<file path="config.mk">
export PLATFORM = sky130hd
export DESIGN_NAME = serial_addsub_flat
export DESIGN_NICKNAME = d
export VERILOG_FILES = /design/src/rtl/serial_addsub_if.sv /design/src/rtl/serial_addsub.sv /design/src/flat_wrapper.sv
export SDC_FILE = /design/constraint.sdc
export NUM_CORES = 1
export LEC_CHECK = 0
export BUFFER_PORTS_ARGS = -buffer_cell sky130_fd_sc_hd__buf_2
export CAP_MARGIN = 0
export CORE_MARGIN = 2
export CORE_UTILIZATION = 54
export DETAILED_ROUTE_END_ITERATION = 10
export PLACE_DENSITY = 0.78
export RECOVER_POWER = 50
export SYNTH_ARGS = -nofsm -noshare
export SYNTH_HDL_FRONTEND = slang
export SYNTH_SLANG_ARGS = --single-unit
export TNS_END_PERCENT = 10
</file>
<file path="constraint.sdc">
create_clock -name clk -period 2 [get_ports clk]
set_input_delay 0.3 -clock clk [delete_from_list [all_inputs] [get_ports clk]]
set_output_delay 0.3 -clock clk [all_outputs]
set_load 0.01 [all_outputs]
</file>
<file path="src/rtl/serial_addsub_if.sv">
// Operand/result bundle for serial_addsub. start, sub, x, y and cin are sampled
// by the unit only on an accepted start; busy/done/z/cout/ovf/state are unit-driven.
interface serial_addsub_if #(parameter int WIDTH = 8);
  logic             start;
  logic             sub;
  logic             cin;
  logic [WIDTH-1:0] x;
  logic [WIDTH-1:0] y;
  logic             busy;
  logic             done;
  logic [WIDTH-1:0] z;
  logic             cout;
  logic             ovf;
  logic [1:0]       state;

  modport master (output start, sub, cin, x, y,
                  input  busy, done, z, cout, ovf, state);
  modport slave  (input  start, sub, cin, x, y,
                  output busy, done, z, cout, ovf, state);
endinterface

</file>
<file path="src/rtl/serial_addsub.sv">
// Multi-cycle adder/subtractor, STEP bits per clock with a registered carry.
// Define ADDSUB_OVF_EN to compute signed overflow; otherwise ovf is tied to 0.
module serial_addsub #(
   parameter int WIDTH = 8,
   parameter int STEP  = 1
) (
   input logic            clk,
   input logic            rst,
   serial_addsub_if.slave bus
);

   localparam int N  = WIDTH / STEP;
   localparam int CW = $clog2(N) + 1;

   // Handshake: start is accepted on any rising edge where the unit is not in RUN
   // (IDLE or DONE); done is high for exactly the one cycle after the last step.
   typedef enum logic [1:0] {IDLE = 2'd0, RUN = 2'd1, DONE = 2'd2} state_t;

   state_t           state_q, state_d;
   logic [WIDTH-1:0] a_q, b_q, part_q, part_d, sum_ext;
   logic             carry_q;
   logic [CW-1:0]    cnt_q;
   logic [WIDTH-1:0] z_q;
   logic             cout_q;
   logic [STEP:0]    step_sum;
   logic             last, accept;

   assign step_sum = {1'b0, a_q[STEP-1:0]} + {1'b0, b_q[STEP-1:0]} + {{STEP{1'b0}}, carry_q};
   assign sum_ext  = WIDTH'(step_sum[STEP-1:0]);
   assign part_d   = (part_q >> STEP) | (sum_ext << (WIDTH - STEP));
   assign last     = (cnt_q == CW'(N - 1));
   assign accept   = bus.start && (state_q != RUN);

   always_ff @(posedge clk or posedge rst) begin
      if (rst) state_q <= IDLE;
      else     state_q <= state_d;
   end

   always_comb begin
      state_d = state_q;
      case (state_q)
         IDLE:    if (bus.start) state_d = RUN;
         RUN:     if (last)      state_d = DONE;
         DONE:    state_d = bus.start ? RUN : IDLE;
         default: state_d = IDLE;
      endcase
   end

   always_ff @(posedge clk or posedge rst) begin
      if (rst) begin
         a_q     <= '0;
         b_q     <= '0;
         part_q  <= '0;
         carry_q <= 1'b0;
         cnt_q   <= '0;
         z_q     <= '0;
         cout_q  <= 1'b0;
      end else if (accept) begin
         a_q     <= bus.x;
         b_q     <= bus.sub ? ~bus.y : bus.y;
         carry_q <= bus.cin ^ bus.sub;
         cnt_q   <= '0;
      end else if (state_q == RUN) begin
         a_q     <= a_q >> STEP;
         b_q     <= b_q >> STEP;
         carry_q <= step_sum[STEP];
         part_q  <= part_d;
         cnt_q   <= cnt_q + CW'(1);
         if (last) begin
            z_q    <= part_d;
            cout_q <= step_sum[STEP];
         end
      end
   end

`ifdef ADDSUB_OVF_EN
   // Carry into the MSB recovered from its sum bit: s = a ^ b ^ c_in.
   logic ovf_q;
   logic cmsb;
   assign cmsb = a_q[STEP-1] ^ b_q[STEP-1] ^ step_sum[STEP-1];

   always_ff @(posedge clk or posedge rst) begin
      if (rst)                            ovf_q <= 1'b0;
      else if (state_q == RUN && last)    ovf_q <= cmsb ^ step_sum[STEP];
   end
   assign bus.ovf = ovf_q;
`else
   assign bus.ovf = 1'b0;
`endif

   assign bus.busy  = (state_q == RUN);
   assign bus.done  = (state_q == DONE);
   assign bus.z     = z_q;
   assign bus.cout  = cout_q;
   assign bus.state = state_q;

endmodule

</file>
<file path="src/flat_wrapper.sv">
// flat-port wrapper written by rule: the top's interface ports become plain ports
module serial_addsub_flat 
#(
   parameter int WIDTH = 8,
   parameter int STEP  = 1
)
  (clk, rst, bus_start, bus_sub, bus_cin, bus_x, bus_y, bus_busy, bus_done, bus_z, bus_cout, bus_ovf, bus_state);
  serial_addsub_if #(.WIDTH(WIDTH)) bus_i ();
  input logic clk;
  input logic rst;
  input wire logic [$bits(bus_i.start)-1:0] bus_start;
  input wire logic [$bits(bus_i.sub)-1:0] bus_sub;
  input wire logic [$bits(bus_i.cin)-1:0] bus_cin;
  input wire logic [$bits(bus_i.x)-1:0] bus_x;
  input wire logic [$bits(bus_i.y)-1:0] bus_y;
  output wire logic [$bits(bus_i.busy)-1:0] bus_busy;
  output wire logic [$bits(bus_i.done)-1:0] bus_done;
  output wire logic [$bits(bus_i.z)-1:0] bus_z;
  output wire logic [$bits(bus_i.cout)-1:0] bus_cout;
  output wire logic [$bits(bus_i.ovf)-1:0] bus_ovf;
  output wire logic [$bits(bus_i.state)-1:0] bus_state;
  assign bus_i.start = bus_start;
  assign bus_i.sub = bus_sub;
  assign bus_i.cin = bus_cin;
  assign bus_i.x = bus_x;
  assign bus_i.y = bus_y;
  assign bus_busy = bus_i.busy;
  assign bus_done = bus_i.done;
  assign bus_z = bus_i.z;
  assign bus_cout = bus_i.cout;
  assign bus_ovf = bus_i.ovf;
  assign bus_state = bus_i.state;
  serial_addsub #(.WIDTH(WIDTH), .STEP(STEP)) u_core (.clk(clk), .rst(rst), .bus(bus_i));
endmodule
</file>
* Yosys cells after proc, flatten, opt, wreduce, memory -nomap -nowiden
Index checks and enable logic that the tools add are counted.
** Word-level totals
- Bits in registers :: 40
- Word-level logic and storage cells :: 40
** Cells by class
- Add/subtract/negate cells :: 3
- Equal/unequal tests :: 6
- Mux-type cells :: 13
- Bitwise logic cells :: 4
- Reduce and logical (&&, ||, !) cells :: 6
** Operator list (number)
- 2-to-1 mux 8 bit :: 5
- 2-to-1 mux 4 bit :: 2
- NOT 8 bit :: 1
- bitwise OR 7 x 8 -> 8 bit :: 1
- case mux 2 bit (3 select lines) :: 1
- adder 4 x 1 -> 4 bit (second input constant) :: 1
- equality test 4 x 3 -> 1 bit (second input constant) :: 1
- 2-to-1 mux 2 bit :: 2
- inequality test 2 x 1 -> 1 bit (second input constant) :: 2
- AND reduction 2 bit :: 2
- 2-to-1 mux 1 bit :: 3
- AND reduction 3 bit :: 1
- adder 1 x 1 -> 2 bit :: 1
- adder 2 x 1 -> 2 bit :: 1
- equality test 2 x 1 -> 1 bit (second input constant) :: 1
- equality test 2 bit (second input constant) :: 1
- zero test 2 bit :: 1
- inequality test 2 bit (second input constant) :: 1
- nonzero test 2 bit :: 1
- logical AND 1 bit :: 1
- NOT 1 bit :: 1
- XOR 1 bit :: 1

* Depth between registers and ports, before layout
Gate-level depths: netlist (run 1).
- Word-level depth :: 4
- Depth in mapped cells :: 5

* Worst setup path before layout (run 1)
OpenSTA, ideal clock, no wires.
- Path kind :: flip-flop to flip-flop
- From :: reg u_core.cnt_q[0]
- To :: reg u_core.cout_q, in the netlist u_core.bus.cout
- Library setup time :: 125 ps
- Arrival time :: 1297 ps
- Data required time :: 1875 ps
- Slack :: 578 ps
- Cell stages (with the launch flop) :: 5
- Buffers on the path :: 0
- Clock period less this slack :: 1422 ps
- Cells stage by stage :: dfrtp_1 ha_1 nand2_1 nor3_4 mux2_2
** On the way
- Word-level cells in the longest chain between the ends :: 2
** RTL lines
- start: declaration :: RTL line serial_addsub.sv:22 : logic [CW-1:0] cnt_q;
- start signal: assignment :: RTL line serial_addsub.sv:68 : cnt_q <= cnt_q + CW'(1);
- equality test 4 x 3 -> 1 bit :: RTL line serial_addsub.sv:31 : assign last = (cnt_q == CW'(N - 1));
- AND reduction 3 bit (no line)
- end signal: assignment :: RTL line serial_addsub.sv:71 : cout_q <= step_sum[STEP];
- end: declaration :: RTL line serial_addsub.sv:24 : logic cout_q;
Every way passes these cells.
A chain may end at the register's enable or synchronous reset.

* Worst setup path after layout (run 1)
- From :: reg u_core.state_q[1], in the netlist u_core.bus.state[1]
- To :: out bus_busy
** On the way
- Word-level cells in the longest chain between the ends :: 1
** RTL lines
- start: declaration :: RTL line serial_addsub.sv:19 : state_t state_q, state_d;
- start signal: assignment :: RTL line serial_addsub.sv:36 : else state_q <= state_d;
- equality test 2 x 1 -> 1 bit :: RTL line serial_addsub.sv:91 : assign bus.busy = (state_q == RUN);
- end: declaration :: RTL line flat_wrapper.sv:16 : output wire logic [$bits(bus_i.busy)-1:0] bus_busy;
Every way passes these cells.

==> out/results.ini, run 1 <==
[worst_setup_path]
cpPeakStageDelay_ps = 400
cp_top_family = buffers and inverters
timing.rr.end = u_core.bus.z[0]$_DFFE_PP0P_
critPathBufInv = 2
crit_fanout = 31
cp.depth = 3
endpoint = bus_busy
crit_start = u_core.bus.state[1]$_DFFE_PP0P_
slowest_stage = dfrtp_1
cp_cell_sequence = nand2b_4, inv_4, buf_2
r2r_start = u_core.cnt_q[0]$_DFFE_PP0P_
cp-start-kind = flip-flop
crit_required_ps = 1700
worst-r2r-setup-slack_ps = 400
critical_path_class = flip-flop to output pin
reg2reg_depth = 4
worstSetupEndpointType = output pin
crit_arrival_ps = 1420

[route]
vias = 1217
vias_per_cell = 5.09
drc = 0
drt_wl_total_um = 3090
wl_per_cell_um = 12.9
first_iter_violations = 28
ant_nets = 0
first_pass_iters = 4

[floorplan]
design.core.area_um2 = 3080
start_util_pct = 57.0
fp.dieW_um = 61.0
die-area_um2 = 3720
die_h_um = 61.0
fp-row-count = 20
pin_count = 35

[cells_and_area]
fill_cells = 256
postLayoutCoreUtil_pct = 65.0
stdcell_area_um2 = 2000
nNetsFinal = 217
syn_to_final_growth_pct = 14.0
layout_commonest_cell = nand2_1
drive_above_1_share_pct = 26.2
mostFrequentLayoutCells = nand2_1, dfrtp_1, buf_2
diodes = 0

[clock_tree]
cts.sinks = 39
cts_made_buffers = 5
cts_buffer_depth = 2
clk_latency_ps = 350
cts_setup_buffers = 0
path_clk_slew_ps = 120
cts_tree = yes
cts_root_buf = clkbuf_4
h-tree-depth = 2

[run_status]
status = finished, final reports clean

[power]
powerDensity_nw_per_um2 = 1330
vdd_ir_drop_max_mv = 0.780
power_leakage_nw = 1.02

[synth]
yosys.area.top_type = dfrtp_1
synth_cells = 160
synth.distinct_cells = 24
post_synth.cell_area_avg_um2 = 11.0
synth_top_area_share_pct = 55.6
synth_edf_count = 0
seq_area_frac_synth_pct = 55.6
ys.flop_type = dfrtp_1
synth_top_cells_by_area = dfrtp_1, mux2i_1, nand2_1, mux2_2, o21ai_0
synthesis.nets = 183
synth_area_um2 = 1760
synth_seq_cells = 39
yosysWarnings = 0
async_flop_share_pct = 100

[timing]
finClkSkew_ps = 10.5
hold_viol = 0
setup_viol = 0
slew_headroom_pct = 37.4
period_share_pct = 85.9
maxSlewViolCount = 0
max_freq_mhz = 582
setup_tns_ps = 0
period_minus_slack_ps = 1720
tightest_slew_ps = 939
rsz0062_at_grt = false

[global_routing]
grt_first_pass_wirelength_um = 5460
gr-total-overflow = 0
grt_pass1_vias = 1199
grt.total_usage_pct = 20.9
grt_max_degree = 40
antenna_found_initial = 0

[job]
maxCapViolations = 0

[placement]
placed_cell_area_um2 = 1960
dp.final_hpwl_um = 2170
place_congestion = 0.704
io_buffers = 33

[worst_hold_path]
hold_path_class = primary input to flip-flop

[layer usage]
layer	routed length, µm	share of wire (%)	track usage (%)
met2	1550	50	33.5
met5	0	0	0
met1	1330	43	26.1
met3	154	5.0	7.98
met4	55	1.8	7.45
[sequential cells by signal, indices dropped and copies added, names as in the netlist]
register          count
u_core.a_q            8
u_core.b_q            8
u_core.bus.z          8
u_core.part_q         7
u_core.cnt_q          4
u_core.bus.state      2
u_core.bus.cout       1
u_core.carry_q        1
[cells by family (layout without fill, tap and decap cells)]
group                    after synthesis  after routing  share of synthesized area, %
AO/OA/AOI/OAI                         21             21                          6.41
XOR/XNOR                               9              9                          4.49
adder cells (fa/ha/maj)                2              2                          1.85
buffers and inverters                 12             47                          2.99
flip-flops                            39             39                          55.6
multiplexers                          27             27                          16.1
other                                  1              1                         0.214
AND/OR/NAND/NOR                       49             49                          12.3
[cells in the mapped netlist (2+ instances only)]
cell       n
nand3_1    2
inv_1      2
nor2_1     2
clkbuf_1   5
mux2_2    10
mux2i_1   17
dfrtp_1   39
buf_2      3
o21ai_0   19
nand2_1   40
xor2_1     8
[worst register-to-register path, cell delays in order (launching register included)]
cell     delay (ps)
dfrtp_1         410
ha_1            210
nand2_1         110
nor3_4          390
mux2_2          390
[through the flow]
stage / setup slack (ps) / cells / power (mW) / hold WS [ps]
CTS: 118 / 239 / 2.70 / 39.9
finish: 283 / 239 / 2.66 / 185
global placement: 486 / 231 / 2.24 / 427
floorplan: 578 / 160 / 1.99 / 440
global route: 152 / 239 / 2.90 / 195
detailed placement: 376 / 231 / 2.31 / 442
[power by group]
| group | switching, mW | leakage, nW | internal, mW |
|---|---|---|---|
| combinational | 0.533 | 0.494 | 0.401 |
| clock | 0.249 | 0.0293 | 0.137 |
| sequential | 0.219 | 0.497 | 1.12 |
[final cells by class]
type	instances	area [µm²]	area share (%)
sequential	39	976	48.8
multi-input combinational	109	727	36.3
timing repair buffer	36	180	9.00
tap	44	55.1	2.75
clock buffer	7	45.0	2.25
inverter	3	13.8	0.687
clock inverter	1	5.00	0.250
[what timing repair did]
item                       CTS  global route
gates resized for setup      0             2
hold buffers                 0             0
setup endpoints to repair    0             1
[how the worst min path moves through the flow]
stage,slack (ps),cells past startpoint,start,to
floorplan,440,2,u_core.part_q[1]$_DFFE_PP0P_,u_core.part_q[1]$_DFFE_PP0P_
global placement,430,3,rst,u_core.bus.z[2]$_DFFE_PP0P_
detailed placement,440,3,rst,u_core.bus.z[3]$_DFFE_PP0P_
CTS,40,3,rst,u_core.a_q[6]$_DFFE_PP0P_
global route,200,3,bus_x[7],u_core.a_q[7]$_DFFE_PP0P_
finish,180,3,bus_x[7],u_core.a_q[7]$_DFFE_PP0P_
No activity file was read; power rests on OpenSTA's default activity.
==> run 2, diff against run 1 <==
CORE_UTILIZATION = 58   (was 54)
PLACE_DENSITY = 0.83   (was 0.78)
REMOVE_ABC_BUFFERS = 1   (was default)
clock period = 2.1 ns   (was 2 ns; I/O delays follow)
==> run 2 against run 1 <==
Against the previous run:
- non-clock buffer count is 1 higher
- clock skew is 1.7 ps higher
- via count is 0.66% lower
- cell area hardly changed
- routed wire length is 2.5% higher
- sequential share of layout area hardly changed
- register-to-register slack better by 80 ps
- combinational power is 6.3% lower
- die area is 6.4% lower
- largest cell class unchanged
- highest routed layer unchanged
==> out/results.ini, run 2 (same netlist as run 1, synthesis figures left out) <==
[worst_setup_path]
worst-r2r-setup-slack_ps = 480
worstSetupEndpointType = output pin
r2r_start = u_core.cnt_q[0]$_DFFE_PP0P_
crit_required_ps = 1780
critical_path_class = flip-flop to output pin
timing.rr.end = u_core.bus.z[2]$_DFFE_PP0P_
cp-start-kind = flip-flop
crit_fanout = 35
reg2reg_depth = 4
crit_arrival_ps = 1600

[placement]
place_congestion = 0.750
io_buffers = 33
placed_cell_area_um2 = 1940
pre_cts_slack_ps = 494
dp.final_hpwl_um = 2270

[timing]
max_freq_mhz = 522
tightest_slew_ps = 741
maxSlewViolCount = 0
hold_viol = 0
setup_tns_ps = 0
rsz0062_at_grt = false
setup_viol = 0
worst_slack_ps = 186
slew_headroom_pct = 50.6
period_minus_slack_ps = 1910
period_share_pct = 91.1
finClkSkew_ps = 12.2

[global_routing]
grt_first_pass_wirelength_um = 5200
grt_pass1_vias = 1132
gr-total-overflow = 0
antenna_found_initial = 0
grt_max_degree = 36
grt.total_usage_pct = 20.6

[power]
powerDensity_nw_per_um2 = 1300
vdd_ir_drop_max_mv = 0.852
cell_internal_pwr_mw = 1.63
switchingPower_mw = 0.972
swShare_pct = 37.4
clkPwrFrac_pct = 17.1
seqPwrFrac_pct = 49.2
power_leakage_nw = 1.01
p_comb_share_pct = 33.7

[clock_tree]
cts_tree = yes
path_clk_slew_ps = 120
cts_made_buffers = 5
cts_setup_buffers = 0
h-tree-depth = 2
cts.sinks = 39
cts_root_buf = clkbuf_4
cts_buffer_depth = 2
clk_latency_ps = 350

[route]
first_iter_violations = 79
vias = 1209
ant_nets = 0
drt_wl_total_um = 3170
vias_per_cell = 5.33
first_pass_iters = 4
wl_per_cell_um = 14.0
drc = 0

[floorplan]
fp-row-count = 19
fp.dieW_um = 59.0
design.core.area_um2 = 2810
pin_count = 35
start_util_pct = 62.6
die_h_um = 59.0
die-area_um2 = 3480

[worst_hold_path]
hold_path_depth = 3
hold_path_class = primary input to flip-flop
min_from = bus_x[7]
hold-path-endpoint = u_core.a_q[7]$_DFFE_PP0P_

[cells_and_area]
mostFrequentLayoutCells = nand2_1, dfrtp_1, buf_2
syn_to_final_growth_pct = 14.1
nNetsFinal = 218
drive_above_1_share_pct = 23.0
fill_cells = 236
stdcell_area_um2 = 2000
diodes = 0
layout_commonest_cell = nand2_1

[run_status]
status = finished, final reports clean

[job]
maxCapViolations = 0

## run 2: cell count changes in the layout (fill, tap and decap cells not counted)
cell,previous run,this run
inv_4,1,0
clkbuf_1,6,12
clkinv_2,1,0
buf_4,2,1
dlygate4sd3_1,0,1
clkbuf_8,0,2
clkinvlp_4,0,1
inv_2,0,1
buf_2,29,23
clkbuf_2,1,0
## run 2: repair_timing
action                    4_1_cts  5_1_grt
hold buffers                    1        0
hold endpoints to repair        8        0
resized for setup               0        0
## run 2: worst max path at each step
stage | cells past startpoint | from | slack, ps | endpoint
floorplan | 3 | u_core.bus.state[1]$_DFFE_PP0P_ | 630 | u_core.bus.cout$_DFFE_PP0P_
global placement | 3 | u_core.bus.state[1]$_DFFE_PP0P_ | 590 | u_core.bus.z[6]$_DFFE_PP0P_
detailed placement | 4 | u_core.cnt_q[0]$_DFFE_PP0P_ | 490 | u_core.bus.z[0]$_DFFE_PP0P_
CTS | 3 | u_core.bus.state[1]$_DFFE_PP0P_ | 180 | bus_busy
global route | 3 | u_core.bus.state[1]$_DFFE_PP0P_ | 80 | bus_busy
finish | 3 | u_core.bus.state[1]$_DFFE_PP0P_ | 190 | bus_busy
## run 2: power groups by stage
stage               sequential (mW)  combinational (mW)  clock [mW]
global placement               1.27               0.853           0
finish                         1.28               0.876       0.444
global route                   1.32               0.989       0.478
detailed placement             1.29               0.905           0
floorplan                      1.28               0.578           0
CTS                            1.28               0.909       0.454
## run 2: critical path, stage by stage, from the launching register on
cell	delay [ps]
dfrtp_1	410
nand2b_4	220
inv_2	400
buf_2	220
## run 2: area by class of cell
| cell class | count | area (µm²) | area share, % |
|---|---|---|---|
| sequential | 39 | 976 | 48.7 |
| clock inverter | 1 | 7.51 | 0.375 |
| inverter | 3 | 11.3 | 0.562 |
| multi-input combinational | 109 | 727 | 36.3 |
| clock buffer | 7 | 65.1 | 3.25 |
| timing repair buffer | 37 | 178 | 8.87 |
| tap | 31 | 38.8 | 1.94 |
## run 2: routing by layer
metal  GRT usage [%]  vias to the layer above  part of all wire (%)
met4            7.79                        0                   1.7
met1            26.6                      572                    45
met5               0                        -                     0
li1                -                      598                     -
met3            6.99                        8                   4.7
met2            32.2                       31                    48
## run 2: per-stage QoR
| stage | cells | hold slack [ps] | power [mW] | util [%] |
|---|---|---|---|---|
| 5_1_grt | 227 | 247 | 2.79 | 71.4 |
| 4_1_cts | 227 | 218 | 2.64 | 72.1 |
| 6_report | 227 | 227 | 2.60 | 71.4 |
| 3_5_place_dp | 218 | 380 | 2.20 | 69.2 |
| 3_3_place_gp | 218 | 369 | 2.12 | 69.2 |
| 2_1_floorplan | 151 | 405 | 1.86 | - |
==> run 3, diff against run 2 <==
--- a/config.mk
+++ b/config.mk
@@ -9,9 +9,10 @@
 export CAP_MARGIN = 0
 export CORE_MARGIN = 2
-export CORE_UTILIZATION = 58
+export CORE_UTILIZATION = 54
 export DETAILED_ROUTE_END_ITERATION = 10
-export PLACE_DENSITY = 0.83
+export PLACE_DENSITY = 0.78
 export RECOVER_POWER = 50
 export REMOVE_ABC_BUFFERS = 1
+export SKIP_LAST_GASP = 1
 export SYNTH_ARGS = -nofsm -noshare
 export SYNTH_HDL_FRONTEND = slang
==> constraint.sdc (replaced) <==
create_clock -name clk -period 1.8 [get_ports clk]
set_input_delay 0.27 -clock clk [delete_from_list [all_inputs] [get_ports clk]]
set_output_delay 0.27 -clock clk [all_outputs]
set_load 0.1 [all_outputs]
==> run 3 against run 2 <==
Against the previous run:
- clock-buffer cell count grew 1
- sequential power grew 16%
- utilization shrank 4.9 points
- highest routed layer unchanged
==> out/results.ini, run 3 (same netlist as run 1, synthesis figures left out) <==
[worst_setup_path]
crit_start = u_core.cnt_q[0]$_DFFE_PP0P_
crit_arrival_ps = 1890
crit_required_ps = 2020
crit_fanout = 10
cp-start-kind = flip-flop
worstSetupEndpointType = flip-flop
critical_path_class = flip-flop to flip-flop
r2r_start = u_core.cnt_q[0]$_DFFE_PP0P_

[timing]
rsz0062_at_grt = false
setup_tns_ps = 0
slew_headroom_pct = 39.0
tightest_slew_ps = 914
maxSlewViolCount = 0
period_minus_slack_ps = 1670
hold_viol = 0
setup_viol = 0
finClkSkew_ps = 8.32
period_share_pct = 92.6
max_freq_mhz = 600

[power]
clkPwrFrac_pct = 12.7
seqPwrFrac_pct = 38.1
swShare_pct = 48.7
p_comb_share_pct = 49.2
switchingPower_mw = 1.89
vdd_ir_drop_max_mv = 0.968
power_leakage_nw = 1.05
powerDensity_nw_per_um2 = 1900
cell_internal_pwr_mw = 2.00

[floorplan]
die_h_um = 61.0
pin_count = 35
fp-row-count = 20
die-area_um2 = 3720
design.core.area_um2 = 3080
fp.dieW_um = 61.0
start_util_pct = 57.0

[placement]
place_congestion = 0.751
placed_cell_area_um2 = 1980
dp.final_hpwl_um = 2120
io_buffers = 33

[global_routing]
grt_pass1_vias = 1177
grt_max_degree = 40
antenna_found_initial = 0
grt.total_usage_pct = 18.8
gr-total-overflow = 0
grt_first_pass_wirelength_um = 5000

[clock_tree]
h-tree-depth = 2
cts_made_buffers = 5
cts_tree = yes
cts_buffer_depth = 2
path_clk_slew_ps = 110
clk_latency_ps = 340
cts.sinks = 39
cts_root_buf = clkbuf_4

[route]
wl_per_cell_um = 12.2
first_pass_iters = 4
vias_per_cell = 5.11
ant_nets = 0
vias = 1215
first_iter_violations = 35
drt_wl_total_um = 2900
drc = 0

[cells_and_area]
diodes = 0
fill_cells = 249
stdcell_area_um2 = 2050
drive_above_1_share_pct = 28.4
mostFrequentLayoutCells = nand2_1, dfrtp_1, buf_2
layout_commonest_cell = nand2_1
syn_to_final_growth_pct = 16.5
nNetsFinal = 216

[worst_hold_path]
hold_path_class = primary input to asynchronous set/reset pin

[job]
maxCapViolations = 0

[run_status]
status = finished, final reports clean

[run 3: stage by stage]
stage	hold WS (ps)	total power [mW]	utilization [%]	setup WS, ps	std cells
2_1_floorplan	360	2.95	-	-553	151
3_3_place_gp	400	3.35	64.2	256	230
3_5_place_dp	403	3.42	64.2	133	230
4_1_cts	21.0	3.92	66.5	34.2	238
5_1_grt	211	4.13	66.5	23.8	238
6_report	185	3.89	66.5	132	238
[run 3: worst max-delay path, cell delays in order, from the launching register on]
cell     delay [ps]
dfrtp_1         410
ha_1            210
nand2_1         120
nor3_4          420
mux2_2          390
[run 3: routing by layer]
layer	routed length (µm)	GRT usage (%)
met1	1230	21.3
met4	75	10.9
met2	1480	32.9
met3	114	3.78
met5	0	0
[run 3: layout make-up]
cell class | instances | area, µm² | share of cell area [%]
flip-flops and latches | 39 | 976 | 47.7
inverters | 3 | 13.8 | 0.673
repair buffers | 35 | 205 | 10.0
clock buffers | 8 | 68.8 | 3.36
multi-input cells | 109 | 727 | 35.5
well taps | 44 | 55.1 | 2.69
[run 3: timing repair]
item | 4_1_cts | 5_1_grt
hold buffers | 0 | 0
endpoints found under the setup margin | 0 | 1
setup buffers | 0 | 0
gates resized for setup | 0 | 2
[run 3: path summary, 6_finish.rpt]
kind,slack [ps],end,depth (start not counted)
setup / recovery,130,u_core.bus.z[4]$_DFFE_PP0P_,4
hold / removal,190,u_core.a_q[6]$_DFFE_PP0P_,3
setup reg to reg,130,u_core.bus.z[4]$_DFFE_PP0P_,4
hold reg to reg,500,u_core.a_q[6]$_DFFE_PP0P_,2
max in group asynchronous,1040,u_core.bus.z[5]$_DFFE_PP0P_,3
min in group clk,190,u_core.a_q[7]$_DFFE_PP0P_,3
[run 3: power groups by stage]
stage | Sequential [mW] | Clock [mW] | Combinational (mW)
after floorplan | 2.17 | 0 | 0.777
after global placement | 1.48 | 0 | 1.87
after detailed placement | 1.50 | 0 | 1.92
after CTS | 1.49 | 0.512 | 1.92
after global routing | 1.53 | 0.544 | 2.05
final | 1.48 | 0.495 | 1.91
